[src/rtl/cpu_bus_pkg.sv]
// Shared definitions for the CPU/DMA external bus controller.
package cpu_bus_pkg;

    localparam int AW_DEFAULT = 32;
    localparam int DW_DEFAULT = 32;

    localparam logic PORT0 = 1'b0;
    localparam logic PORT1 = 1'b1;

    typedef enum logic [1:0] {
        ST_IDLE    = 2'd0,
        ST_ACTIVE  = 2'd1,
        ST_RECOVER = 2'd2
    } bus_state_e;

endpackage

[src/rtl/bus_arb2.sv]
// Two-requester arbiter: fixed priority to port 0, or round-robin using a
// last-grant pointer that is updated only when the controller takes a grant.
module bus_arb2
    import cpu_bus_pkg::*;
#(
    parameter int FIXED_PRI = 1
) (
    input  logic i_clk,
    input  logic i_rst_n,
    input  logic i_req0,
    input  logic i_req1,
    input  logic i_take,
    output logic o_valid,
    output logic o_grant
);

    logic r_last;
    logic w_grant;

    // Winner selection; a contested round-robin grant goes to the port not served last
    always_comb begin
        w_grant = PORT0;
        if (i_req0 && i_req1) begin
            if (FIXED_PRI != 0) begin
                w_grant = PORT0;
            end else begin
                w_grant = (r_last == PORT1) ? PORT0 : PORT1;
            end
        end else if (i_req1) begin
            w_grant = PORT1;
        end else begin
            w_grant = PORT0;
        end
    end

    assign o_valid = i_req0 | i_req1;
    assign o_grant = w_grant;

    // Last-grant pointer, starting at port 1 so port 0 wins the first contest
    always_ff @(posedge i_clk or negedge i_rst_n) begin
        if (!i_rst_n) begin
            r_last <= PORT1;
        end else if (i_take) begin
            r_last <= w_grant;
        end else begin
            r_last <= r_last;
        end
    end

endmodule

[src/rtl/cpu_bus_ctl.sv]
// External bus controller shared by the CPU (port 0) and DMA loader (port 1):
// one transfer at a time, with ready timeout and a recovery phase.
module cpu_bus_ctl
    import cpu_bus_pkg::*;
#(
    parameter int AW        = AW_DEFAULT,
    parameter int DW        = DW_DEFAULT,
    parameter int TIMEOUT   = 255,
    parameter int FIXED_PRI = 1
) (
    input  logic          i_clk,
    input  logic          i_rst_n,
    input  logic          i_req0,
    input  logic          i_req1,
    input  logic          i_we0,
    input  logic          i_we1,
    input  logic [AW-1:0] i_addr0,
    input  logic [AW-1:0] i_addr1,
    input  logic [DW-1:0] i_wdata0,
    input  logic [DW-1:0] i_wdata1,
    output logic          o_ack0,
    output logic          o_ack1,
    output logic          o_err0,
    output logic          o_err1,
    output logic [DW-1:0] o_rdata0,
    output logic [DW-1:0] o_rdata1,
    output logic          o_bus_clk,
    output logic          o_bus_we,
    output logic [AW-1:0] o_bus_addr,
    output logic [DW-1:0] o_bus_data,
    input  logic [DW-1:0] i_bus_data,
    input  logic          i_bus_data_ready,
    output logic          o_busy
);

    localparam int CW = (TIMEOUT < 1) ? 1 : $clog2(TIMEOUT + 1);
    localparam logic [CW-1:0] CNT_MAX = CW'(TIMEOUT);
    localparam logic [CW-1:0] CNT_ONE = CW'(1);

    bus_state_e    r_state;
    logic [CW-1:0] r_cnt;
    logic          r_gnt;
    logic          r_bus_clk;
    logic          r_bus_we;
    logic [AW-1:0] r_bus_addr;
    logic [DW-1:0] r_bus_data;
    logic          r_ack0;
    logic          r_ack1;
    logic          r_err0;
    logic          r_err1;
    logic [DW-1:0] r_rdata0;
    logic [DW-1:0] r_rdata1;
    logic          r_busy;

    logic          w_valid;
    logic          w_grant;
    logic          w_take;
    logic          w_done;
    logic          w_tmo;
    logic [DW-1:0] w_rdata;

    bus_arb2 #(
        .FIXED_PRI (FIXED_PRI)
    ) u_arb (
        .i_clk   (i_clk),
        .i_rst_n (i_rst_n),
        .i_req0  (i_req0),
        .i_req1  (i_req1),
        .i_take  (w_take),
        .o_valid (w_valid),
        .o_grant (w_grant)
    );

    assign w_take  = (r_state == ST_IDLE) && w_valid;
    assign w_tmo   = (r_state == ST_ACTIVE) && !i_bus_data_ready && (r_cnt == CNT_MAX);
    assign w_done  = (r_state == ST_ACTIVE) && (i_bus_data_ready || (r_cnt == CNT_MAX));
    // A timed-out read returns all ones so software can recognise the abort
    assign w_rdata = w_tmo ? {DW{1'b1}} : i_bus_data;

    // Transfer FSM with timeout counter and registered bus/requester outputs
    always_ff @(posedge i_clk or negedge i_rst_n) begin
        if (!i_rst_n) begin
            r_state    <= ST_IDLE;
            r_cnt      <= {CW{1'b0}};
            r_gnt      <= PORT0;
            r_bus_clk  <= 1'b0;
            r_bus_we   <= 1'b0;
            r_bus_addr <= {AW{1'b0}};
            r_bus_data <= {DW{1'b0}};
            r_ack0     <= 1'b0;
            r_ack1     <= 1'b0;
            r_err0     <= 1'b0;
            r_err1     <= 1'b0;
            r_rdata0   <= {DW{1'b0}};
            r_rdata1   <= {DW{1'b0}};
            r_busy     <= 1'b0;
        end else begin
            r_ack0 <= 1'b0;
            r_ack1 <= 1'b0;
            r_err0 <= 1'b0;
            r_err1 <= 1'b0;
            case (r_state)
                ST_IDLE: begin
                    if (w_take) begin
                        r_gnt      <= w_grant;
                        r_bus_we   <= (w_grant == PORT1) ? i_we1    : i_we0;
                        r_bus_addr <= (w_grant == PORT1) ? i_addr1  : i_addr0;
                        r_bus_data <= (w_grant == PORT1) ? i_wdata1 : i_wdata0;
                        r_bus_clk  <= 1'b1;
                        r_cnt      <= {CW{1'b0}};
                        r_busy     <= 1'b1;
                        r_state    <= ST_ACTIVE;
                    end
                end
                ST_ACTIVE: begin
                    if (w_done) begin
                        r_bus_clk <= 1'b0;
                        r_state   <= ST_RECOVER;
                        if (r_gnt == PORT0) begin
                            r_ack0 <= 1'b1;
                            r_err0 <= w_tmo;
                            if (!r_bus_we) begin
                                r_rdata0 <= w_rdata;
                            end
                        end else begin
                            r_ack1 <= 1'b1;
                            r_err1 <= w_tmo;
                            if (!r_bus_we) begin
                                r_rdata1 <= w_rdata;
                            end
                        end
                    end else begin
                        r_cnt <= r_cnt + CNT_ONE;
                    end
                end
                ST_RECOVER: begin
                    if (!i_bus_data_ready) begin
                        r_busy  <= 1'b0;
                        r_state <= ST_IDLE;
                    end
                end
                default: begin
                    r_bus_clk <= 1'b0;
                    r_busy    <= 1'b0;
                    r_state   <= ST_IDLE;
                end
            endcase
        end
    end

    assign o_ack0     = r_ack0;
    assign o_ack1     = r_ack1;
    assign o_err0     = r_err0;
    assign o_err1     = r_err1;
    assign o_rdata0   = r_rdata0;
    assign o_rdata1   = r_rdata1;
    assign o_bus_clk  = r_bus_clk;
    assign o_bus_we   = r_bus_we;
    assign o_bus_addr = r_bus_addr;
    assign o_bus_data = r_bus_data;
    assign o_busy     = r_busy;

endmodule

[config.mk]
export PLATFORM = sky130hd
export DESIGN_NAME = cpu_bus_ctl
export DESIGN_NICKNAME = d
export VERILOG_FILES = /design/src/rtl/cpu_bus_pkg.sv /design/src/rtl/bus_arb2.sv /design/src/rtl/cpu_bus_ctl.sv
export SDC_FILE = /design/constraint.sdc
export NUM_CORES = 1
export LEC_CHECK = 0
export BUFFER_PORTS_ARGS = -buffer_cell sky130_fd_sc_hd__buf_2
export CELL_PAD_IN_SITES_DETAIL_PLACEMENT = 0
export CELL_PAD_IN_SITES_GLOBAL_PLACEMENT = 1
export CORE_AREA = 2 2 132 134
export CTS_CLUSTER_DIAMETER = 50
export DETAILED_ROUTE_END_ITERATION = 16
export DIE_AREA = 0 0 134 136
export PLACE_DENSITY_LB_ADDON = 0.1
export SYNTH_ARGS = -nofsm -noshare
export SYNTH_HDL_FRONTEND = slang
export SYNTH_SLANG_ARGS = --single-unit
[constraint.sdc]
create_clock -name i_clk -period 4.4 [get_ports i_clk]
set_input_delay 0.88 -clock i_clk [delete_from_list [all_inputs] [get_ports i_clk]]
set_output_delay 0.88 -clock i_clk [all_outputs]
set_load 0.03 [all_outputs]
# Word-level counts from Yosys, hierarchy flattened
# Cells that the tools add are included.
[totals]
register_bits = 146
inputBits = 167
elab_cells = 73
[classes]
add_sub_neg = 1
eq_ne = 7
n_mux = 30
bitwise = 5
n_reduce_logical = 16
[op_table]
columns = ["op", "n"]
rows = [
  ["$mux 32", 3],
  ["$mux 1", 18],
  ["$mux 8", 2],
  ["$pmux 8 s2", 1],
  ["$reduce_and 3->1", 4],
  ["$add 8x1->8 const B", 1],
  ["$eq 8x8->1 const B", 1],
  ["$reduce_and 4->1", 2],
  ["$mux 2", 3],
  ["$ne 2x2->1 const B", 3],
  ["$pmux 1 s3", 2],
  ["$pmux 2 s3", 1],
  ["$logic_and 1x1->1", 5],
  ["$not 1->1", 4],
  ["$eq 2x1->1 const B", 1],
  ["$eq 2x2->1 const B", 1],
  ["$logic_not 2->1", 1],
  ["$ne 2x1->1 const B", 1],
  ["$reduce_and 2->1", 1],
  ["$reduce_bool 2->1", 1],
  ["$logic_not 1->1", 1],
  ["$logic_or 1x1->1", 1],
  ["$or 1x1->1", 1],
]

# Logic depth before layout (Yosys ltp)
[depth]
word_depth = 6
ltp_mapped = 7
depth_no_buf = 5

# Modules after synthesis
# Synthesis repeated with hierarchy kept, for this count alone.
[hier_totals]
cells_unflattened = 678
area_unflattened_um2 = 7123.1
[by_module_without_submodules]
columns = ["module", "instances", "cells_per_inst", "area_per_inst_um2", "seq_area_each_um2"]
rows = [
  ["cpu_bus_ctl", 1, 676, 7110.6, 3653.5],
  ["bus_arb2", 1, 2, 12.5, 0.0],
]

# Worst setup path before layout
# Ideal clock, no wire load.
[synth_path]
path_kind = "input to register"
from = "in i_req1"
to = "reg r_bus_clk (netlist: o_bus_clk)"
setup_ns = 0.119
t_arrival_ns = 1.772
t_required_ns = 4.281
path_slack_ns = 2.509
path_stages = 4
path_buffers = 2
path_cell_list = "o21ai_0 -> buf_2 -> buf_4 -> a21bo_2"
[synth_between]
elab_chain_cells = 4
[synth_rtl]
columns = ["element", "line_no", "text"]
rows = [
  ["start, declared", "cpu_bus_ctl.sv:14", "input logic i_req1,"],
  ["$or 1x1->1", "bus_arb2.sv:36", "assign o_valid = i_req0 | i_req1;"],
  ["$logic_and 1x1->1", "cpu_bus_ctl.sv:74", "assign w_take = (r_state == ST_IDLE) && w_valid;"],
  ["$ne 2x1->1 (no line)", "n/a", ""],
  ["$reduce_and 3->1 (no line)", "n/a", ""],
  ["end signal, assigned", "cpu_bus_ctl.sv:86", "r_bus_clk <= 1'b0;"],
  ["end signal, assigned", "cpu_bus_ctl.sv:109", "r_bus_clk <= 1'b1;"],
  ["end signal, assigned", "cpu_bus_ctl.sv:117", "r_bus_clk <= 1'b0;"],
  ["end, declared", "cpu_bus_ctl.sv:43", "logic r_bus_clk;"],
]
# Every way passes these cells.
# A chain may end at the register's enable or synchronous reset.

# Final worst setup path
[layout_path]
from = "reg r_state[1]"
to = "reg r_rdata0[11] (netlist: o_rdata0[11])"
[layout_between]
elab_chain_cells = 4
[layout_rtl]
columns = ["element", "line_no", "text"]
rows = [
  ["start, declared", "cpu_bus_ctl.sv:40", "bus_state_e r_state;"],
  ["start signal, assigned", "cpu_bus_ctl.sv:83", "r_state <= ST_IDLE;"],
  ["start signal, assigned", "cpu_bus_ctl.sv:112", "r_state <= ST_ACTIVE;"],
  ["start signal, assigned", "cpu_bus_ctl.sv:118", "r_state <= ST_RECOVER;"],
  ["$eq 2x1->1 (*)", "cpu_bus_ctl.sv:75, cpu_bus_ctl.sv:76, cpu_bus_ctl.sv:102", ""],
  ["$logic_and 1x1->1 (2 in a row)", "cpu_bus_ctl.sv:75", "assign w_tmo = (r_state == ST_ACTIVE) && !i_bus_data_ready && (r_cnt == CNT_MAX);"],
  ["$mux 32", "cpu_bus_ctl.sv:78", "assign w_rdata = w_tmo ? {DW{1'b1}} : i_bus_data;"],
  ["end signal, assigned", "cpu_bus_ctl.sv:94", "r_rdata0 <= {DW{1'b0}};"],
  ["end signal, assigned", "cpu_bus_ctl.sv:123", "r_rdata0 <= w_rdata;"],
  ["end, declared", "cpu_bus_ctl.sv:51", "logic [DW-1:0] r_rdata0;"],
]
# Mark *: on every way between the ends. The rest lies on a longest branch, timed or not.

==> results.yml <==
detailed_routing:
  route.detailed.drc: 0
  drtIter0Drc: 185
  drtPass1Iterations: 4
  antenna_left: 0
  num_vias: 4972
  routedWlPerCell_um: 16.1
  viasPerCell: 4.79
  wl_mm: 16.7
sta:
  rsz0062_at_grt: "false"
  setup_viol: 0
  slew_headroom_pct: 18.0
  whs_ps: 473
  max_freq_mhz: 436
  fin_ws_ps: 2100
  min_period_ps: 2300
  fin_crit_sh_pct: 52.2
  max_slew.worst_pin.slew_ps: 1230
  hold_viol_final: 0
  fin_tns_setup_ps: 0
  clock_skew_ps: 6.85
  finalMaxSlewViolations: 0
synthesis:
  synthCells: 509
  synth_edf_count: 0
  seq_area_frac_synth_pct: 60.2
  synthesis.area_um2: 6070
  avgSynthCellArea_um2: 11.9
  synthesis.nets: 677
  ys_types: 36
  synth_warnings: 0
  ys_ff_latch: 146
  ys_async_sr_fraction_pct: 100
  synth-main-ff-cell: "dfrtp_1"
critical_path:
  slowest_delay_ps: 720
  cp_data_arrival_time_ps: 2590
  required_ps: 4690
  rr_endpoint: "o_rdata0[11]"
  crit_fanout: 32
  critPathLaunchType: "flip-flop"
  r2r_start: "r_state[1]"
  ff2ff_setup_slack_ps: 2100
  worst_path_max_delay_cell: "nand2_1"
  crit_chain: "nand2b_1, nor3_1, nand2_1, o22a_1"
  endpoint_kind: "flip-flop"
  crit_buf_inv: 0
  critPathKind: "reg -> reg"
  crit_cells: 4
  r2r_cells: 4
  cp_top_family: "simple AND/OR/NAND/NOR gates"
floorplanning:
  initial_core_util_pct: 36.0
  die_x_um: 134
  die_h_um: 136
  die-area_um2: 18200
  io_pins: 302
  core_um2: 16900
  row_count: 48
clocking:
  hold_buffers: 0
  cts_sinks: 146
  post_cts_buffers: 0
  htree_num_levels: 4
  cts_tree: "yes"
  root_buffer: "clkbuf_16"
  clk_path_buf_depth: 2
  clk_latency_ps: 410
  ctsResizeCount: 0
  clk_pin_slew_worst_paths_ps: 60
  cts_buffers: 17
grt:
  first_global_vias: 5069
  antenna_found_initial: 0
  globalRoute.totalOverflow: 0
  grt.total_usage_pct: 18.5
  grt_pass1_wl_mm: 26.1
  grt_start_max_net_pins: 82
layout:
  drive_gt1_share_pct: 46.5
  area_growth_syn_to_layout_pct: 37.5
  final_area_um2: 8350
  fill_cells: 1599
  diodes: 0
  final_nets: 968
  final_util_pct: 49.5
worst_hold_path:
  min_to: "o_bus_addr[31]"
  hold_class: "reg -> reg"
  holdPathStages: 2
  min_from: "o_bus_addr[31]"
placement:
  place.gp.congestion: 0.754
  dp_slack_ps: 1730
  dpl_cell_area_um2: 7780
  hpwlAfterDp_mm: 12.4
  port_buffers: 301
power_and_ir_drop:
  p_leak_nw: 3.99
  p_per_area_nw_per_um2: 796
  peakVddDrop_uv: 298
status:
  status: "completed"
run:
  maxCapViolCount: 0
[state kept, by name, summed over array words and instances, names as in the netlist]
| name | flops |
|---|---|
| o_err1 | 1 |
| r_cnt | 8 |
| o_rdata0 | 32 |
| o_ack0 | 1 |
| o_bus_addr | 32 |
| o_bus_clk | 1 |
| o_rdata1 | 32 |
| o_bus_data | 32 |
| o_ack1 | 1 |
| o_busy | 1 |
| o_err0 | 1 |
| o_bus_we | 1 |
| r_gnt | 1 |
| r_state | 2 |
[cell usage after synthesis (all sizes together) (2+ instances only)]
cell	number	share of area, %
dfrtp	146	60
nand2	75	4.6
o21ai	74	6.1
mux2i	66	11
o22a	64	9.9
buf	25	2.5
clkbuf	11	0.68
nor2	10	0.62
nand3	8	0.74
a21oi	3	0.25
inv	3	0.19
nor2b	3	0.31
nor3	3	0.43
and3	2	0.21
[metrics by stage]
step | std cells | total power (W)
final | 1038 | 0.00664
after global routing | 1038 | 0.00707
after CTS | 1038 | 0.00672
after detailed placement | 1006 | 0.00534
after global placement | 1006 | 0.00529
after floorplan | 509 | 0.00433
[area by class of cell]
type / instances / area (um2) / share of cell area [%]
clock buffer: 20 / 457 / 5.47
clock inverter: 12 / 108 / 1.29
inverter: 3 / 11.3 / 0.135
multi-input combinational: 324 / 2230 / 26.8
sequential: 146 / 3650 / 43.8
tap: 225 / 282 / 3.37
timing repair buffer: 308 / 1600 / 19.2
[routing by layer]
metal	track usage [%]	part of all wire, %
met1	21.9	40
met2	31.1	48
met3	6.34	8.9
met4	7.33	2.5
met5	0	0
[worst max path at each step]
| stage | from | endpoint |
|---|---|---|
| global placement | i_req1 | o_bus_addr[1] |
| CTS | r_state[1] | o_rdata0[11] |
| floorplan | i_req1 | o_bus_clk |
| detailed placement | i_req1 | o_bus_data[12] |
| global route | r_state[1] | o_rdata0[15] |
| finish | r_state[1] | o_rdata0[11] |
[kinds of logic after synthesis]
| group | count (synthesis) | synth area share (%) |
|---|---|---|
| fa+ha+maj | 1 | 0.206 |
| simple gates | 108 | 7.91 |
| compound gates | 149 | 17.4 |
| flops | 146 | 60.2 |
| buf+inv | 39 | 3.40 |
| mux | 66 | 10.9 |
[report_power, final]
part | leakage [nW] | internal, W | total, W | switching (W)
registers | 1.72 | 0.00196 | 0.00231 | 0.000350
logic | 1.99 | 0.000917 | 0.00297 | 0.00205
clock network | 0.272 | 0.000807 | 0.00136 | 0.000556
[cell usage in the layout (no fill, tap or decap), types with 2 or more instances in the layout]
cell	n
buf_2	300
dfrtp_1	146
nand2_1	75
o21ai_0	73
mux2i_1	66
o22a_1	33
o22a_2	31
clkbuf_16	17
nor2_1	10
nand3_1	7
clkinv_2	4
buf_4	4
inv_1	3
a21oi_1	3
clkinvlp_4	3
clkinv_4	3
buf_12	3
and3_1	2
nor3_1	2
clkbuf_8	2
[worst min-delay path, cell delays in order (launching register included)]
cell,delay (ps)
dfrtp_1,340
nand2_1,40
o21ai_0,60
(Power assumes the default switching activity.)
